<file path="config.mk">
export PLATFORM = sky130hd
export DESIGN_NAME = encode_64b67b_lanes
export DESIGN_NICKNAME = d
export VERILOG_FILES = /design/src/rtl/encode_64b67b_lanes.sv
export SDC_FILE = /design/constraint.sdc
export NUM_CORES = 2
export LEC_CHECK = 0
export BUFFER_PORTS_ARGS = -buffer_cell sky130_fd_sc_hd__buf_2
export CAP_MARGIN = 20
export CORE_MARGIN = 2
export CORE_UTILIZATION = 59
export DETAILED_ROUTE_END_ITERATION = 6
export PLACE_DENSITY = 0.78
export SYNTH_ARGS = -nofsm -noshare
export SYNTH_HDL_FRONTEND = slang
export SYNTH_SLANG_ARGS = --single-unit
</file>
<file path="constraint.sdc">
create_clock -name USER_CLK -period 11.5 [get_ports USER_CLK]
set_input_delay 2.3 -clock USER_CLK [delete_from_list [all_inputs] [get_ports USER_CLK]]
set_output_delay 2.3 -clock USER_CLK [all_outputs]
set_load 0.005 [all_outputs]
</file>
<file path="src/rtl/encode_64b67b_lanes.sv">
`timescale 1ns/1ps
`default_nettype none
// ============================================================================
// Module   : encode_64b67b_lanes
// Purpose  : Multi-lane 64B/67B running-disparity encoder with a two-stage
//            stallable valid/ready pipeline, per-lane passthrough, sticky
//            disparity alarms and a saturating inversion counter.
// Revision : 1.0  initial release
// ============================================================================
module encode_64b67b_lanes #(
   parameter int LANES      = 4,
   parameter int DISP_WIDTH = 16,
   parameter int DISP_LIMIT = 96,
   parameter int CNT_WIDTH  = 32
) (
   input  logic                    USER_CLK,
   input  logic                    SYSTEM_RESET_N,
   input  logic [64*LANES-1:0]     DATA_IN,
   input  logic [2*LANES-1:0]      HEADER_IN,
   input  logic                    DATA_IN_VALID,
   output logic                    DATA_IN_READY,
   output logic [67*LANES-1:0]     DATA_OUT,
   output logic                    DATA_OUT_VALID,
   input  logic                    DATA_OUT_READY,
   input  logic [LANES-1:0]        PASSTHROUGH,
   output logic [LANES-1:0]        DISP_ALARM,
   output logic [CNT_WIDTH-1:0]    INV_COUNT,
   input  logic                    STAT_CLEAR
);

   localparam int                     c_nw      = $clog2(LANES + 1);
   localparam logic signed [DISP_WIDTH-1:0] c_wd_bias = DISP_WIDTH'(64);
   localparam logic signed [DISP_WIDTH-1:0] c_one     = DISP_WIDTH'(1);
   localparam logic signed [DISP_WIDTH-1:0] c_limit   = DISP_WIDTH'(DISP_LIMIT);

   // stage 1: captured word plus per-lane ones count
   logic                        s1_valid_q, s1_valid_d;
   logic [64*LANES-1:0]         s1_data_q,  s1_data_d;
   logic [2*LANES-1:0]          s1_hdr_q,   s1_hdr_d;
   logic [LANES-1:0]            s1_pt_q,    s1_pt_d;
   logic [7*LANES-1:0]          s1_ones_q,  s1_ones_d;

   // stage 2: output register and running state
   logic                        out_valid_q, out_valid_d;
   logic [67*LANES-1:0]         out_data_q,  out_data_d;
   logic [DISP_WIDTH*LANES-1:0] rd_q,        rd_d;
   logic [LANES-1:0]            alarm_q,     alarm_d;
   logic [CNT_WIDTH-1:0]        cnt_q,       cnt_d;

   logic                        w_adv1, w_adv2;
   logic [6:0]                  w_pop;
   logic signed [DISP_WIDTH-1:0] w_wd, w_rd, w_rdn, w_abs;
   logic [c_nw-1:0]             w_ninv;
   logic [CNT_WIDTH:0]          w_sum;

   // a stage advances when its successor is empty or itself advancing
   assign w_adv2 = ~out_valid_q | DATA_OUT_READY;
   assign w_adv1 = ~s1_valid_q | w_adv2;

   assign DATA_IN_READY  = SYSTEM_RESET_N & w_adv1;
   assign DATA_OUT       = out_data_q;
   assign DATA_OUT_VALID = out_valid_q;
   assign DISP_ALARM     = alarm_q;
   assign INV_COUNT      = cnt_q;

   // stage 1 next state: capture the word and count ones per lane
   always_comb begin
      s1_valid_d = s1_valid_q;
      s1_data_d  = s1_data_q;
      s1_hdr_d   = s1_hdr_q;
      s1_pt_d    = s1_pt_q;
      s1_ones_d  = s1_ones_q;
      w_pop      = '0;
      if (w_adv1) begin
         s1_valid_d = DATA_IN_VALID;
         if (DATA_IN_VALID) begin
            s1_data_d = DATA_IN;
            s1_hdr_d  = HEADER_IN;
            s1_pt_d   = PASSTHROUGH;
            for (int k = 0; k < LANES; k++) begin
               w_pop = '0;
               for (int i = 0; i < 64; i++) begin
                  if (DATA_IN[64*k+i]) w_pop = w_pop + 7'd1;
               end
               s1_ones_d[7*k +: 7] = w_pop;
            end
         end
      end
   end

   // stage 2 next state: inversion decision, disparity update, statistics
   always_comb begin
      out_valid_d = out_valid_q;
      out_data_d  = out_data_q;
      rd_d        = rd_q;
      alarm_d     = alarm_q;
      cnt_d       = cnt_q;
      w_wd        = '0;
      w_rd        = '0;
      w_rdn       = '0;
      w_abs       = '0;
      w_ninv      = '0;
      w_sum       = '0;
      if (w_adv2) begin
         out_valid_d = s1_valid_q;
         if (s1_valid_q) begin
            for (int k = 0; k < LANES; k++) begin
               // word disparity = 2*ones - 64
               w_wd = $signed({{(DISP_WIDTH-8){1'b0}}, s1_ones_q[7*k +: 7], 1'b0}) - c_wd_bias;
               w_rd = rd_q[DISP_WIDTH*k +: DISP_WIDTH];
               if (s1_pt_q[k]) begin
                  out_data_d[67*k +: 67] = {1'b0, s1_hdr_q[2*k +: 2], s1_data_q[64*k +: 64]};
                  w_rdn = '0;
               end else if (w_rd[DISP_WIDTH-1] == w_wd[DISP_WIDTH-1]) begin
                  // same sign (zero counts as non-negative): invert to pull RD back
                  out_data_d[67*k +: 67] = {1'b1, s1_hdr_q[2*k +: 2], ~s1_data_q[64*k +: 64]};
                  w_rdn  = w_rd - w_wd + c_one;
                  w_ninv = w_ninv + c_nw'(1);
               end else begin
                  out_data_d[67*k +: 67] = {1'b0, s1_hdr_q[2*k +: 2], s1_data_q[64*k +: 64]};
                  w_rdn = w_rd + w_wd - c_one;
               end
               rd_d[DISP_WIDTH*k +: DISP_WIDTH] = w_rdn;
               w_abs = w_rdn[DISP_WIDTH-1] ? -w_rdn : w_rdn;
               if (w_abs > c_limit) alarm_d[k] = 1'b1;
            end
            w_sum = {1'b0, cnt_q} + (CNT_WIDTH+1)'(w_ninv);
            cnt_d = w_sum[CNT_WIDTH] ? '1 : w_sum[CNT_WIDTH-1:0];
         end
      end
      // clear takes priority over any same-cycle increment or alarm
      if (STAT_CLEAR) begin
         alarm_d = '0;
         cnt_d   = '0;
      end
   end

   // pipeline and statistics registers, async active-low reset
   always_ff @(posedge USER_CLK or negedge SYSTEM_RESET_N) begin
      if (!SYSTEM_RESET_N) begin
         s1_valid_q  <= 1'b0;
         s1_data_q   <= '0;
         s1_hdr_q    <= '0;
         s1_pt_q     <= '0;
         s1_ones_q   <= '0;
         out_valid_q <= 1'b0;
         out_data_q  <= '0;
         rd_q        <= '0;
         alarm_q     <= '0;
         cnt_q       <= '0;
      end else begin
         s1_valid_q  <= s1_valid_d;
         s1_data_q   <= s1_data_d;
         s1_hdr_q    <= s1_hdr_d;
         s1_pt_q     <= s1_pt_d;
         s1_ones_q   <= s1_ones_d;
         out_valid_q <= out_valid_d;
         out_data_q  <= out_data_d;
         rd_q        <= rd_d;
         alarm_q     <= alarm_d;
         cnt_q       <= cnt_d;
      end
   end

endmodule
`default_nettype wire
</file>
=== Word level (Yosys, flattened, before mapping) ===
Index checks and enable logic that the tools add are counted.
W data, S select, Z words.

* Bits in registers: 666
* Output and inout bits: 306

* $add $sub $neg: 280
* Order comparisons: 4
* Equal/unequal tests: 4
* Multiplexer cells: 815
* Bitwise gates (word level): 9
* Reductions and logical operators: 13

{| class="wikitable"
|+ Operators with widths
! operator !! count
|-
| $mux W7 || 756
|-
| $add A7 B1 Y7 const B || 252
|-
| $mux W67 || 8
|-
| $mux W16 || 20
|-
| $not A64 Y64 || 4
|-
| $mux W32 || 4
|-
| $add A16 B2 Y16 const B || 4
|-
| $add A16 B9 Y16 || 4
|-
| $gt A16 B8 Y1 const B || 4
|-
| $neg A16 Y16 || 4
|-
| $sub A16 B2 Y16 const B || 4
|-
| $sub A16 B9 Y16 || 4
|-
| $mux W3 || 14
|-
| $sub A8 B7 Y9 const B || 4
|-
| $add A32 B3 Y33 || 1
|-
| $mux W4 || 3
|-
| $reduce_and A3 Y1 || 4
|-
| $reduce_bool A2 Y1 || 6
|-
| $mux W1 || 10
|-
| $add A3 B1 Y3 const B || 3
|-
| $reduce_and A2 Y1 || 3
|-
| $eq A1 B1 Y1 || 4
|-
| $not A1 Y1 || 2
|-
| $or A1 B1 Y1 || 2
|-
| $and A1 B1 Y1 || 1
|}

=== Logic depth before layout (Yosys ltp) ===
* Word-level depth: 254
* Gate-level depth with buffers: 192
* Depth with buffers taken out: 191

=== Worst setup path before layout ===
Ideal clock, no wire load.

* Path type: input to register
* From: in DATA_IN[128]
* To: reg s1_ones_q[20]
* Setup time: 130 ps
* Arrival time: 32674 ps
* Data required time: 11370 ps
* Slack: -21304 ps
* Cell stages on the path: 187
* Cell sequence: inv_1 ha_1 buf_4 xor2_1 ha_1 xor2_1 mux2i_1 xnor2_1 a21oi_1 ha_1 xnor2_1 nand2_1 o31ai_1 xnor2_1 nand2_1 nand2_1 ha_1 nor2_1 (+151 left out) mux2_2 ha_1 mux2_2 ha_1 mux2i_1 inv_1 ha_1 nand2_1 o21ai_0 ha_1 and2_1 o21ai_0 a21boi_0 nor2_1 o22a_1 o41ai_2 xnor2_1 o21ai_1

* Longest elaborated chain between the ends: 253

{| class="wikitable"
|+ RTL lines
! element !! RTL line !! source
|-
| start: declaration || 18 || <nowiki>input logic [64*LANES-1:0] DATA_IN,</nowiki>
|-
| $mux W1 * || 83 || <nowiki>if (DATA_IN[64*k+i]) w_pop = w_pop + 7'd1;</nowiki>
|-
| $mux W7 * || 76 || <nowiki>if (DATA_IN_VALID) begin</nowiki>
|-
| $mux W7 * || 74 || <nowiki>if (w_adv1) begin</nowiki>
|-
| $add A7 B1 Y7 || 83 ||
|-
| $mux W7 * || 83 ||
|-
| $mux W7 * || 76 ||
|-
| $mux W7 * || 74 ||
|-
| $add A7 B1 Y7 || 83 ||
|-
| (+237 left out) || -- ||
|-
| $mux W7 * || 76 ||
|-
| $mux W7 * || 74 ||
|-
| $add A7 B1 Y7 || 83 ||
|-
| $mux W7 * || 83 ||
|-
| $mux W7 * || 76 ||
|-
| $mux W7 * || 74 ||
|-
| $add A7 B1 Y7 || 83 ||
|-
| $mux W7 * || 83 ||
|-
| end signal: assignment || 156 || <nowiki>s1_ones_q <= s1_ones_d;</nowiki>
|-
| end: declaration || 41 || <nowiki>logic [7*LANES-1:0] s1_ones_q, s1_ones_d;</nowiki>
|}

Mark *: on every way between the ends. The rest lies on a longest branch, timed or not. The select of a mux whose other input is x is not followed.
A chain may end at the register's enable or synchronous reset.

=== Worst setup path after layout ===
* From: in DATA_IN[64]
* To: reg s1_ones_q[13]

The elaborated chain is that of the path after synthesis.

==> summary.md <==
| Metric | Value |
|---|---|
| Status | finished with violations |
| Failing checks | DRC, capacitance limit, slew limit, setup timing |
| Register area | 16700 µm² |
| Final Critical Period | 33.67 ns |
| First drt pass iteration count | 7 |
| Main combinational cell family by area after synthesis | XOR/XNOR gates |
| Antenna viol nets, final | 0 |
| Req. time, crit path | 12.09 ns |
| Slowest stage delay, CP | 0.84 ns |
| CTS Buf Count | 78 |
| Num ports | 579 |
| Non-filler instance count after layout | 15127 |
| Worst-Skew Late Latency | 0.74 ns |
| H-Tree Depth | 3 |
| Max Root-Sink Buffers | 3 |
| Layout cells sized above 1 | 37.5% |
| Largest net degree at the start of global routing | 226 |
| #FFs+latches synth | 666 |
| Synth Instances | 9969 |
| Final worst slack | -22.17 ns |
| Simple-Gate Fraction of Synth Area | 18.7% |
| RSZ-0062 raised after global routing | yes |
| Sequential fraction of the synthesis area | 20.8% |
| Hold bufs inserted after CTS | 0 |
| Xor and xnor area share after synthesis | 23.2% |
| Commonest non-fill, non-tap cell in the layout | buf_4 |
| CP Max Fanout | 3 |
| Yosys cell types | 130 |
| CP Launch Type | primary input |
| Drc violations | 46 |
| First-pass GRT wire length | 438 mm |
| Crit Path Category | in2reg |
| Die X | 373 µm |
| Routed via count | 93009 |
| Area Overhead vs Synth | 42.7% |
| Relative slew slack | -0.389% |
| Met1 Track Usage GR | 41.2% |
| Die Y-Extent | 373 µm |
| Crit path top cell by count | ha_1 |
| Post-synth ARST share | 100% |
| Biggest area consumer among synthesized cells | dfrtp_1 |
| Hold WC Path Type | reg2reg |
| Placed wire-length estimate | 192 mm |
| Synth area leaders | dfrtp_1, xnor2_1, ha_1 |
| DR iter-0 viols | 9102 |
| Initial Utilization | 59.3% |
| GP Congestion | 0.934 |
| Max Cap Violations | 1 |
| Wire length per cell | 20.5 µm |
| Gr usage total | 37.9% |
| Critical path's slowest cell | o41ai_1 |
| Max-slew violations | 1 |
| Mux share of post-synthesis cell area | 5.98% |
| Mapped Avg Cell Area | 8.04 µm² |
| Final Hold Fails | 0 |
| Initial antenna violation count | 50 |
| Die Area | 139000 µm² |
| FILL cells | 7185 |
| Nets | 14020 |
| Fmax | 29.7 MHz |
| Post-Syn Nets | 10745 |
| Number of synthesized flops with an enable pin | 0 |
| CTS sink cnt | 666 |
| Grt ovf | 0 |
| Final core utilization | 84.6% |
| Vias in the first global route | 90750 |
| Post-Synth Adder-Cell Area | 8.09% |
| Root buf cell | clkbuf_16 |
| Placeable core area | 135000 µm² |
| Crit path capture type | flip-flop |
| Port buffer count | 578 |
| Post-Synthesis Cell Area | 80100 µm² |
| Via/cell ratio | 6.15 |
| Commonest cells after routing, fill and taps aside | buf_4, nand2_1, xnor2_1, dfrtp_1, o21ai_0 |
| Final Setup Violations | 27 |
| Area of the multi-input gates | 64000 µm² |
| Final Skew | 0.0415 ns |
| Syn. warnings | 0 |
| Synth Area in Compound Gates | 18.2% |
| Busiest layer in global routing | met2 |
| Met2 Resource Use GR | 66.9% |
| Period utilization | 293% |
| Total Wirelength | 311 mm |
| Ys flop type | dfrtp_1 |
| Placed insts | 14465 |
| CTS tree | done |
| CTS clk-pin slew, worst paths | 0.07 ns |
| GR Util met3 | 8.11% |
| Core Rows | 135 |
| Critical path arrival | 34.26 ns |
| Worst-Margin Slew | 1.49 ns |
| Post-synth top area share | 20.8% |
## worst max-delay path: cells and delay by family
family / cells / cell delay (ns)
AO/OA/AOI/OAI: 50 / 8.56
adder cells (fa/ha/maj): 29 / 8.35
AND/OR/NAND/NOR: 42 / 6.36
XOR/XNOR: 24 / 3.89
buffers and inverters: 25 / 2.84
multiplexers: 8 / 1.90
## layer usage
layer	vias up	part of all wire (%)
li1	41302	-
met1	44156	35
met2	5370	47
met3	2137	8.7
met4	44	8.4
met5	-	0.096
## flip-flops by register name (all words and copies together) (netlist names)
| register | flops |
|---|---|
| s1_valid_q | 1 |
| s1_data_q | 256 |
| DATA_OUT | 268 |
| s1_hdr_q | 8 |
| DATA_OUT_VALID | 1 |
| s1_ones_q | 28 |
| DISP_ALARM | 4 |
| INV_COUNT | 32 |
| rd_q | 64 |
| s1_pt_q | 4 |
## final timing paths
path | from | cells after the start | end | slack (ns)
worst max register to register | s1_ones_q[12] | 24 | INV_COUNT[29] | 4.58
worst min-delay path | s1_hdr_q[6] | 2 | DATA_OUT[265] | 0.47
max in group asynchronous | SYSTEM_RESET_N | 4 | DATA_OUT[152] | 7.30
min in group asynchronous | SYSTEM_RESET_N | 1 | rd_q[60] | 1.42
worst min register to register | s1_hdr_q[6] | 2 | DATA_OUT[265] | 0.47
worst max-delay path | DATA_IN[64] | 178 | s1_ones_q[13] | -22.17
## cells in the mapped netlist, drive strengths merged, types with 64 or more instances
cell type,count
nor2b,111
o21ai,755
nor3,159
ha,494
inv,558
nand4,82
a211oi,82
o22ai,79
and2,86
mux2,281
o211ai,68
nand3,282
nand2b,145
nor2,649
mux2i,158
and3,91
buf,87
nand2,1264
xor2,480
a31oi,88
dfrtp,666
xnor2,1208
o21bai,64
o31ai,86
a21oi,544
clkbuf,394
xnor3,99
a21o,89
## cell families after synthesis
| kind of cell | Yosys count |
|---|---|
| flip-flops | 666 |
| multiplexers | 441 |
| AO/OA/AOI/OAI | 2306 |
| adder cells (fa/ha/maj) | 515 |
| AND/OR/NAND/NOR | 3184 |
| XOR/XNOR | 1814 |
| buffers and inverters | 1043 |
## metrics by stage
stage                     setup WS (ns)  hold WS, ns  instance area, µm²  TNS [ns]
after detailed placement         -21.40        0.454              105000   -492.34
final                            -22.17        0.470              114000   -493.72
after floorplan                  -19.82        0.433               81900   -448.42
after global placement           -19.99        0.439              105000   -464.00
after CTS                        -19.48        0.467              111000   -447.91
after global routing             -22.67        0.491              114000   -522.08
## cell type report
type                       instances  area share, %
antenna                           40         0.0876
tap                             1781           1.95
sequential                       666           14.6
multi-input combinational       8260           56.0
inverter                         562           1.91
clock inverter                    39          0.356
clock buffer                     103           1.91
timing repair buffer            3676           23.2
## what timing repair did
item | in CTS | in global routing
pin swaps | 444 | 382
gates cloned | 0 | 1
buffers inserted | 338 | 163
gates resized for setup | 258 | 349
endpoints found under the setup margin | 28 | 28
Power is left out: the tool's default activity adds up to more than one toggle a clock period on the data nets, which glitch-free logic cannot reach.
